## src/rtl/dist_pkg.sv

```systemverilog
`default_nettype none
// ============================================================================
// Module      : dist_pkg
// Description : Shared width derivations and FSM encoding for the Euclidean
//               distance / integer square-root engine.
// Revision    : 1.0 - initial release
// ============================================================================
package dist_pkg;

    // Top-level sequencing states
    typedef enum logic [1:0] {
        ST_IDLE  = 2'd0,
        ST_ACCUM = 2'd1,
        ST_SQRT  = 2'd2,
        ST_DONE  = 2'd3
    } dist_state_t;

    // Ceiling log2; returns 0 for value <= 1
    function automatic int f_clog2(input int value);
        int r;
        r = 0;
        for (int i = 0; i < 31; i++) begin
            if ((1 << i) < value) begin
                r = i + 1;
            end
        end
        return r;
    endfunction

    // Width of the sum of DIMS squared COORD_W-bit differences
    function automatic int f_sum_w(input int coord_w, input int dims);
        return 2 * coord_w + f_clog2(dims);
    endfunction

    // Root width: half the radicand width, rounded up
    function automatic int f_root_w(input int sum_w);
        return (sum_w + 1) / 2;
    endfunction

endpackage
`default_nettype wire

```

## src/rtl/isqrt_iter.sv

```systemverilog
`default_nettype none
// ============================================================================
// Module      : isqrt_iter
// Description : Restoring digit-by-digit integer square root. One root bit
//               per clock, MSB radicand pair first. The start cycle performs
//               the first iteration directly on the incoming radicand, so a
//               full result takes exactly ROOT_W clock edges; done pulses for
//               one cycle once root/rem are final and stay held afterwards.
// Revision    : 1.0 - initial release
// ============================================================================
module isqrt_iter
    import dist_pkg::*;
#(
    parameter int ROOT_W = 11
) (
    input  logic                  distance_clk,
    input  logic                  root_rst,
    input  logic                  start,
    input  logic [2*ROOT_W-1:0]   radicand,
    output logic                  busy,
    output logic                  done,
    output logic [ROOT_W-1:0]     root,
    output logic [ROOT_W:0]       rem
);

    localparam int c_cnt_w = (f_clog2(ROOT_W) > 0) ? f_clog2(ROOT_W) : 1;

    logic [2*ROOT_W-1:0] r_rad;
    logic [ROOT_W-1:0]   r_root;
    logic [ROOT_W:0]     r_rem;
    logic [c_cnt_w-1:0]  r_cnt;
    logic                r_busy;
    logic                r_done;

    logic [2*ROOT_W-1:0] w_src_rad;
    logic [ROOT_W-1:0]   w_src_root;
    logic [ROOT_W:0]     w_src_rem;
    logic [ROOT_W+2:0]   w_rem_sh;
    logic [ROOT_W+2:0]   w_trial;
    logic                w_ge;
    logic [ROOT_W:0]     w_rem_next;
    logic [ROOT_W-1:0]   w_root_next;
    logic [2*ROOT_W-1:0] w_rad_next;

    // One restoring step; a start cycle begins from rem=0, root=0
    always_comb begin
        w_src_rad   = start ? radicand : r_rad;
        w_src_root  = start ? '0 : r_root;
        w_src_rem   = start ? '0 : r_rem;
        w_rem_sh    = {w_src_rem, w_src_rad[2*ROOT_W-1 -: 2]};
        w_trial     = {1'b0, w_src_root, 2'b01};
        w_ge        = (w_rem_sh >= w_trial);
        // Partial remainder never exceeds 2*root, so ROOT_W+1 bits suffice
        w_rem_next  = w_ge ? (ROOT_W+1)'(w_rem_sh - w_trial) : (ROOT_W+1)'(w_rem_sh);
        w_root_next = (w_src_root << 1) | ROOT_W'(w_ge);
        w_rad_next  = w_src_rad << 2;
    end

    // Iteration registers and progress counter
    always_ff @(posedge distance_clk or negedge root_rst) begin
        if (!root_rst) begin
            r_rad  <= '0;
            r_root <= '0;
            r_rem  <= '0;
            r_cnt  <= '0;
            r_busy <= 1'b0;
            r_done <= 1'b0;
        end else begin
            r_done <= 1'b0;
            if (start) begin
                r_rad  <= w_rad_next;
                r_root <= w_root_next;
                r_rem  <= w_rem_next;
                r_cnt  <= c_cnt_w'(1);
                r_busy <= (ROOT_W > 1);
                r_done <= (ROOT_W == 1);
            end else if (r_busy) begin
                r_rad  <= w_rad_next;
                r_root <= w_root_next;
                r_rem  <= w_rem_next;
                r_cnt  <= r_cnt + c_cnt_w'(1);
                if (r_cnt == c_cnt_w'(ROOT_W - 1)) begin
                    r_busy <= 1'b0;
                    r_done <= 1'b1;
                end
            end
        end
    end

    assign busy = r_busy;
    assign done = r_done;
    assign root = r_root;
    assign rem  = r_rem;

endmodule
`default_nettype wire

```

## src/rtl/distance_sqrt_engine.sv

```systemverilog
`default_nettype none
// ============================================================================
// Module      : distance_sqrt_engine
// Description : Euclidean distance unit. Accepts a pair of DIMS-axis points,
//               accumulates squared per-axis differences one axis per cycle
//               (square registered, then added), and optionally takes the
//               exact integer square root with remainder.
// Revision    : 1.0 - initial release
// ============================================================================
module distance_sqrt_engine
    import dist_pkg::*;
#(
    parameter  int COORD_W = 10,
    parameter  int DIMS    = 2,
    localparam int SUM_W   = f_sum_w(COORD_W, DIMS),
    localparam int ROOT_W  = f_root_w(SUM_W)
) (
    input  logic                     distance_clk,
    input  logic                     root_rst,
    input  logic                     in_valid,
    output logic                     in_ready,
    input  logic [DIMS*COORD_W-1:0]  in_a,
    input  logic [DIMS*COORD_W-1:0]  in_b,
    input  logic                     in_mode_sq,
    output logic                     out_valid,
    input  logic                     out_ready,
    output logic [SUM_W-1:0]         out_sumsq,
    output logic [ROOT_W-1:0]        out_root,
    output logic [ROOT_W:0]          out_rem
);

    localparam int c_sq_w = 2 * COORD_W;
    localparam int c_ax_w = (f_clog2(DIMS + 1) > 0) ? f_clog2(DIMS + 1) : 1;

    dist_state_t r_state;
    dist_state_t w_state_next;

    logic [DIMS*COORD_W-1:0] r_a;
    logic [DIMS*COORD_W-1:0] r_b;
    logic                    r_mode_sq;
    logic [c_ax_w-1:0]       r_axis;
    logic [c_sq_w-1:0]       r_sq_term;
    logic [SUM_W-1:0]        r_acc;
    logic [SUM_W-1:0]        r_out_sumsq;
    logic [ROOT_W-1:0]       r_out_root;
    logic [ROOT_W:0]         r_out_rem;

    logic [c_sq_w-1:0]       w_axis_sq [DIMS];
    logic [c_sq_w-1:0]       w_sel_sq;
    logic [SUM_W-1:0]        w_acc_next;
    logic                    w_accum_last;
    logic                    w_handshake;
    logic                    w_sqrt_start;
    logic                    w_sqrt_busy;
    logic                    w_sqrt_done;
    logic [ROOT_W-1:0]       w_sqrt_root;
    logic [ROOT_W:0]         w_sqrt_rem;

    // Per-axis absolute difference squared at full width
    for (genvar k = 0; k < DIMS; k++) begin : g_axis
        logic [COORD_W-1:0] w_ak;
        logic [COORD_W-1:0] w_bk;
        logic [COORD_W-1:0] w_dk;
        assign w_ak = r_a[k*COORD_W +: COORD_W];
        assign w_bk = r_b[k*COORD_W +: COORD_W];
        assign w_dk = (w_ak >= w_bk) ? (w_ak - w_bk) : (w_bk - w_ak);
        assign w_axis_sq[k] = c_sq_w'(w_dk) * c_sq_w'(w_dk);
    end

    // Select the current axis; the drain step (axis == DIMS) selects zero
    always_comb begin
        w_sel_sq = '0;
        for (int k = 0; k < DIMS; k++) begin
            if (r_axis == c_ax_w'(k)) begin
                w_sel_sq = w_axis_sq[k];
            end
        end
    end

    assign w_acc_next   = r_acc + SUM_W'(r_sq_term);
    assign w_accum_last = (r_axis == c_ax_w'(DIMS));
    assign w_handshake  = in_valid && in_ready;
    assign w_sqrt_start = (r_state == ST_ACCUM) && w_accum_last && !r_mode_sq;

    isqrt_iter #(
        .ROOT_W (ROOT_W)
    ) u_isqrt (
        .distance_clk (distance_clk),
        .root_rst     (root_rst),
        .start        (w_sqrt_start),
        .radicand     ((2*ROOT_W)'(w_acc_next)),
        .busy         (w_sqrt_busy),
        .done         (w_sqrt_done),
        .root         (w_sqrt_root),
        .rem          (w_sqrt_rem)
    );

    // State register; reset aborts any in-flight operation
    always_ff @(posedge distance_clk or negedge root_rst) begin
        if (!root_rst) begin
            r_state <= ST_IDLE;
        end else begin
            r_state <= w_state_next;
        end
    end

    // Next-state and handshake outputs
    always_comb begin
        w_state_next = r_state;
        in_ready     = 1'b0;
        out_valid    = 1'b0;
        case (r_state)
            ST_IDLE: begin
                in_ready = root_rst;
                if (w_handshake) begin
                    w_state_next = ST_ACCUM;
                end
            end
            ST_ACCUM: begin
                if (w_accum_last) begin
                    w_state_next = r_mode_sq ? ST_DONE : ST_SQRT;
                end
            end
            ST_SQRT: begin
                if (w_sqrt_done && !w_sqrt_busy) begin
                    w_state_next = ST_DONE;
                end
            end
            ST_DONE: begin
                out_valid = 1'b1;
                if (out_ready) begin
                    w_state_next = ST_IDLE;
                end
            end
            default: begin
                w_state_next = ST_IDLE;
            end
        endcase
    end

    // Operand capture and axis-serial accumulation
    always_ff @(posedge distance_clk or negedge root_rst) begin
        if (!root_rst) begin
            r_a       <= '0;
            r_b       <= '0;
            r_mode_sq <= 1'b0;
            r_axis    <= '0;
            r_sq_term <= '0;
            r_acc     <= '0;
        end else if (r_state == ST_IDLE) begin
            if (w_handshake) begin
                r_a       <= in_a;
                r_b       <= in_b;
                r_mode_sq <= in_mode_sq;
                r_axis    <= '0;
                r_sq_term <= '0;
                r_acc     <= '0;
            end
        end else if (r_state == ST_ACCUM) begin
            r_acc     <= w_acc_next;
            r_sq_term <= w_sel_sq;
            if (!w_accum_last) begin
                r_axis <= r_axis + c_ax_w'(1);
            end
        end
    end

    // Result registers, loaded on entry to DONE and held until the next result
    always_ff @(posedge distance_clk or negedge root_rst) begin
        if (!root_rst) begin
            r_out_sumsq <= '0;
            r_out_root  <= '0;
            r_out_rem   <= '0;
        end else if ((r_state == ST_ACCUM) && w_accum_last && r_mode_sq) begin
            r_out_sumsq <= w_acc_next;
            r_out_root  <= '0;
            r_out_rem   <= '0;
        end else if ((r_state == ST_SQRT) && w_sqrt_done && !w_sqrt_busy) begin
            r_out_sumsq <= r_acc;
            r_out_root  <= w_sqrt_root;
            r_out_rem   <= w_sqrt_rem;
        end
    end

    assign out_sumsq = r_out_sumsq;
    assign out_root  = r_out_root;
    assign out_rem   = r_out_rem;

endmodule
`default_nettype wire

```

## config.mk

```make
export PLATFORM = sky130hd
export DESIGN_NAME = distance_sqrt_engine
export DESIGN_NICKNAME = d
export VERILOG_FILES = /design/src/rtl/dist_pkg.sv /design/src/rtl/isqrt_iter.sv /design/src/rtl/distance_sqrt_engine.sv
export SDC_FILE = /design/constraint.sdc
export NUM_CORES = 1
export LEC_CHECK = 0
export BUFFER_PORTS_ARGS = -buffer_cell sky130_fd_sc_hd__clkbuf_2
export CORE_ASPECT_RATIO = 1.5
export CORE_MARGIN = 2
export CORE_UTILIZATION = 40
export DETAILED_ROUTE_END_ITERATION = 7
export GPL_TIMING_DRIVEN = 0
export RECOVER_POWER = 100
export SYNTH_ARGS = -nofsm -noshare
export SYNTH_HDL_FRONTEND = slang
export SYNTH_SLANG_ARGS = --single-unit
export TNS_END_PERCENT = 50
```

## constraint.sdc

```tcl
create_clock -name distance_clk -period 23.3 [get_ports distance_clk]
set_input_delay 2.33 -clock distance_clk [delete_from_list [all_inputs] [get_ports distance_clk]]
set_output_delay 2.33 -clock distance_clk [all_outputs]
set_load 0.02 [all_outputs]
```

# Word-level counts from Yosys, hierarchy flattened
# Index checks and enable logic that the tools add are counted.
# W data, S select, Z words.
[word_totals]
register_bits = 181
input_bits = 45
output_inout_bits = 46
word_cells = 105
[op_classes]
add_sub_neg = 8
multipliers = 2
n_lt_le_gt_ge = 3
eq_ne = 11
mux = 46
bitwise = 1
reduce_logical = 18
[ops]
columns = ["cell", "count"]
rows = [
  ["$mux W21", 5],
  ["$mux W20", 5],
  ["$mux W12", 6],
  ["$mux W22", 3],
  ["$mux W11", 5],
  ["$mul A10 B10 Y20", 2],
  ["$sub A10 B10 Y10", 4],
  ["$add A21 B20 Y21", 1],
  ["$ge A10 B10 Y1", 2],
  ["$mux W10", 2],
  ["$mux W2", 8],
  ["$ge A14 B13 Y1", 1],
  ["$sub A12 B12 Y12", 1],
  ["$or A11 B1 Y11", 1],
  ["$mux W1", 9],
  ["$mux W4", 2],
  ["$ne A2 B2 Y1 const B", 4],
  ["$pmux W2 S4", 1],
  ["$logic_and A1 B1 Y1", 7],
  ["$eq A2 B2 Y1 const B", 3],
  ["$reduce_bool A2 Y1", 3],
  ["$add A4 B1 Y4 const B", 1],
  ["$eq A2 B1 Y1 const B", 2],
  ["$eq A4 B4 Y1 const B", 1],
  ["other kinds (7)", 10],
]

# Depth between registers and ports, before layout
[depth]
ltp_word = 8
ltp_mapped = 35
mapped_depth_nobuf = 34

# Hierarchy
# A second synthesis with hierarchy kept.
[hier_totals]
cells_unflattened = 1794
area_unflattened_um2 = 16265.6
[by_module_without_submodules]
columns = ["module", "instances", "cells_per_inst", "area_per_inst_um2", "seq_area_each_um2"]
rows = [
  ["distance_sqrt_engine", 1, 1502, 13380.3, 3228.1],
  ["isqrt_iter", 1, 292, 2885.3, 1226.2],
]

# Worst setup path before layout
# Ideal clock, no wire load.
[synth_timing]
kind = "flip-flop to flip-flop"
start = "register r_a[10]"
end = "register r_sq_term[17]"
t_arrival_ps = 7414
required_ps = 23168
setup_slack_ps = 15754
path_stages_with_launch = 33
n_path_buf = 0
synth_period_minus_slack_ps = 7546
cell_sequence = "dfrtp_1 inv_1 ha_1 inv_1 fa_1 a21oi_1 o21ai_2 a21oi_4 mux2_2 a311oi_2 nor2_1 o21ai_2 xor2_2 nand2b_1 fa_1 fa_1 inv_1 fa_1 fa_1 inv_1 fa_1 inv_1 ha_1 and2_1 or2_2 or3_1 a211oi_2 o31ai_1 a21o_1 a31oi_1 xnor2_1 a221oi_1 o21ai_1"
[synth_between]
elab_chain_cells = 6
[synth_rtl]
columns = ["item", "line", "source"]
rows = [
  ["from (decl)", "distance_sqrt_engine.sv:38", "logic [DIMS*COORD_W-1:0] r_a;"],
  ["from (signal assigned)", "distance_sqrt_engine.sv:152", "r_a <= in_a;"],
  ["$sub A10 B10 Y10 or $ge A10 B10 Y1 (tied branches)", "distance_sqrt_engine.sv:66", "assign w_dk = (w_ak >= w_bk) ? (w_ak - w_bk) : (w_bk - w_ak);"],
  ["$mux W10 *", "distance_sqrt_engine.sv:66", ""],
  ["$mul A10 B10 Y20 *", "distance_sqrt_engine.sv:67", "assign w_axis_sq[k] = c_sq_w'(w_dk) * c_sq_w'(w_dk);"],
  ["$mux W20 *", "distance_sqrt_engine.sv:74", "if (r_axis == c_ax_w'(k)) begin"],
  ["$mux W20 *", "distance_sqrt_engine.sv:159", "end else if (r_state == ST_ACCUM) begin"],
  ["$mux W20 *", "distance_sqrt_engine.sv:150", "end else if (r_state == ST_IDLE) begin"],
  ["to (signal assigned)", "distance_sqrt_engine.sv:161", "r_sq_term <= w_sel_sq;"],
  ["to (decl)", "distance_sqrt_engine.sv:42", "logic [c_sq_w-1:0] r_sq_term;"],
]
# Mark *: on every way between the ends. The rest lies on a longest branch, timed or not. The select of a mux whose other input is x is not followed.
# A chain may end at the register's enable or synchronous reset.

# Final worst setup path
[layout_timing]
start = "input root_rst"
end = "output in_ready"
[layout_between]
elab_chain_cells = 1
[layout_rtl]
columns = ["item", "line", "source"]
rows = [
  ["from (decl)", "distance_sqrt_engine.sv:19", "input logic root_rst,"],
  ["$mux W1", "distance_sqrt_engine.sv:112", "case (r_state)"],
  ["to (decl)", "distance_sqrt_engine.sv:21", "output logic in_ready,"],
]
# Every way passes these cells.

==> summary.md <==
| Metric | Value |
|---|---|
| Status | complete, but fails checks |
| Failing checks | max-capacitance violations, max-slew violations |
| Seq cells post-synth | 178 |
| Seq/Total Area, Yosys | 27.41% |
| # resized after CTS | 0 |
| Share of the core filled with cells | 44.49% |
| Setup Crit Path Kind | input port to primary output |
| Max-slew headroom | -244.9% |
| Highest net fanout along the worst path | 100 |
| Clk slew on worst S/H paths | 0.07 ns |
| Clock skew | 0.01457 ns |
| Worst Hold Slack | 0.4923 ns |
| DR iter-0 viols | 629 |
| FILL cells | roughly 4000 |
| Top_reg_cell synth | dfrtp_1 |
| Avg Cell Area, Syn | a little under 9 sq um |
| Gpl congestion | 0.9232 |
| Starting density of the core | 40.43% |
| CTS Hold Buffers Added | 0 |
| Vias in the first global route | ~14000 |
| Die height | 250.9 um |
| Hold crit path type | flop to flop |
| Minimum clock period | 12.16 ns |
| Cells after Synth | 1873 |
| Antenna cells | 0 |
| Final clock period utilization by the worst path | 52.19% |
| Global-route wire length before repair | 69160 um |
| Pins Over Slew Limit | 183 |
| Largest net degree at the start of global routing | 101 |
| Full die area | 42290 sq um |
| I/O Buffers | 90 |
| Area grow syn2layout | 10.04% |
| Setup WS post-layout | 11.14 ns |
| Synth area leaders | dfrtp_1 (27%), ha_1 (13%), fa_1 (12%) |
| Die X | 168.6 um |
| Core Area | 40200 sq um |
| Layout cell share with drive strength beyond 1 | 7.114% |
| Max Clk Rate | 82.24 MHz |
| Post-CTS Setup Bufs | 0 |
| Root buffer cell | clkbuf_16 |
| CTS tree | built |
| # setup viols final | 0 |
| FFs w/ async S/R, synth | 100.0% |
| Leakage dissipation | 9.022 nW |
| Reg2Reg Setup Slack | 14.58 ns |
| Worst r2r src | r_a[10]$_DFFE_PN0P_ |
| Syn nets | ~2200 |
| DRT Wirelength | 41740 um |
| 1st-pass router iterations | 5 |
| Detailed-route via count | around 13000 |
| Final #Nets | 2303 |
| Clk_lat worst skew | 0.46 ns |
| Top post-synthesis cells by count | nand2_1 (273), inv_1 (252), dfrtp_1 (178), ha_1 (174), o21ai_0 (122) |
| DRC | 0 |
| Final Hold Fails | 0 |
| Most common cell in the netlist | nand2_1 |
| Worst Path Arrival | roughly 10 ns |
| Yosys Warn Count | 0 |
| Antenna violations before repair | 0 |
| Setup crit start | root_rst |
| Synthesized cell area | 16250 sq um |
| RSZ-0062 raised after global routing | false |
| Worst flop-to-flop path endpoint | r_sq_term[19]$_DFFE_PN0P_ |
| Worst r2r path cells | 33 |
| Row count | 90 |
| CP startpoint kind | input port |
| Post-synth EDFFs | 0 |
| Worst-margin pin slew | 5.173 ns |
| PwrDens | 35.08 nW/um^2 |
| Inserted Clock Buffers | 17 |
| Post-synth top area cell | dfrtp_1 |
| Crit path capture | in_ready |
| Yosys cell types | 80 |
| Routed len/inst | 16.68 um |
| Setup TNS | 0 ns |
| Post-synth top area share | approximately 27% |
| Vias/cell | 5.249 |
| Boundary pin count | 91 |
| Post-detail-place hpwl | 34160 um |
| H-tree Lvls | 4 |
| Tot GR Track Use | 20.58% |
| CP required | about 21 ns |
| Maxcap violations | 2 |
| Detail Route Antenna Nets | 0 |
| Max VDD drop | 0.05195 mV |
| Sink Count | 178 |
| Crit path capture type | primary output |
| Pre-CTS setup slack | between 10 and 15 ns |
| Remaining Overflow, GRT | 0 |
| Longest Clk Path Bufs | 2 |
-- power breakdown --
part | switching (mW) | total, mW | internal, mW
clock network | 0.145 | 0.309 | 0.164
registers | 0 | 0.309 | 0.309
logic | 0.00687 | 0.00949 | 0.00262
total | 0.152 | 0.627 | 0.476
-- kinds of logic after synthesis --
logic type,synth area share (%)
muxes,2.402
AOI/OAI and AO/OA,16.59
and+or+nand+nor,15.60
adders and majority gates,25.84
xor gates and xnor gates,4.519
DFF,27.41
buffers and inverters,7.644
-- flip-flops by register name, summed over array words and instances, names as in the netlist, 4 cells and up --
name and flops:
u_isqrt.rem 12, r_b 20, r_acc 21, u_isqrt.r_rad 20, out_sumsq 21, out_rem 12, r_a 20, u_isqrt.r_cnt 4
u_isqrt.root 11, out_root 11, r_sq_term 19
-- worst min-delay path by stage --
stage	slack [ns]	from	endpoint	depth (start not counted)
3_3_place_gp	0.47	r_a[19]$_DFFE_PN0P_	r_a[19]$_DFFE_PN0P_	2
6_report	0.49	r_a[9]$_DFFE_PN0P_	r_a[9]$_DFFE_PN0P_	2
2_1_floorplan	0.45	r_a[19]$_DFFE_PN0P_	r_a[19]$_DFFE_PN0P_	2
4_1_cts	0.50	r_sq_term[2]$_DFFE_PN0P_	r_sq_term[2]$_DFFE_PN0P_	2
5_1_grt	0.53	u_isqrt.r_cnt[2]$_DFFE_PN0P_	u_isqrt.done$_DFF_PN0_	1
3_5_place_dp	0.48	r_sq_term[2]$_DFFE_PN0P_	r_sq_term[2]$_DFFE_PN0P_	2
-- final cells by class --
| class | instances | area [sq um] | area share [%] |
|---|---|---|---|
| Inverter | 252 | 945.9 | 5.289 |
| Sequential cell | 178 | 4454 | 24.91 |
| Multi-Input combinational cell | 1373 | 10550 | 58.96 |
| Timing Repair Buffer | 91 | 395.4 | 2.211 |
| Clock buffer | 18 | 429.2 | 2.400 |
| Clock inverter | 14 | 185.2 | 1.035 |
| Buffer | 70 | 296.5 | 1.658 |
| Tap cell | 506 | 633.1 | 3.540 |
-- layout by cell type (no fill, tap or decap), types with 17 or more instances in the layout --
cell type  count
a21o_1        30
a21oi_1      109
a31oi_1       21
and2_1        18
clkbuf_1     107
clkbuf_16     17
clkbuf_2      43
dfrtp_1      178
fa_1         101
ha_1         174
inv_1        252
mux2i_1       27
nand2_1      273
nand2b_1      22
nand3_1       44
nor2_1       116
nor2b_1       24
o21ai_0      124
xnor2_1       56
xor2_1        26
-- through the flow --
stage / cells / total power [mW] / cell area [sq um]
after global placement: 2469 / 0.3249 / 17340
final: 2502 / 0.6274 / 17880
after detailed placement: 2470 / 0.3256 / 17370
after global routing: 2502 / 0.6455 / 17880
after floorplan: 1873 / 0.3150 / 16250
after CTS: 2502 / 0.6353 / 17990
-- worst max-delay path, stage by stage --
cell and delay (ns):
clkbuf_1 2.94, clkbuf_1 3.80, and2_0 0.41, clkbuf_1 0.29
-- routing by layer --
| layer | share of wire, % | wire length, um | GRT usage (%) | vias to the layer above |
|---|---|---|---|---|
| met5 | 0 | 0 | 0 | - |
| met4 | 3.5 | 1447 | 8.473 | 0 |
| met3 | 2.3 | 978 | 2.125 | 63 |
| met2 | 56 | 23490 | 41.23 | 255 |
| met1 | 38 | 15820 | 21.40 | 6383 |
| li1 | - | - | - | 6433 |
No activity file was read; power rests on OpenSTA's default activity.
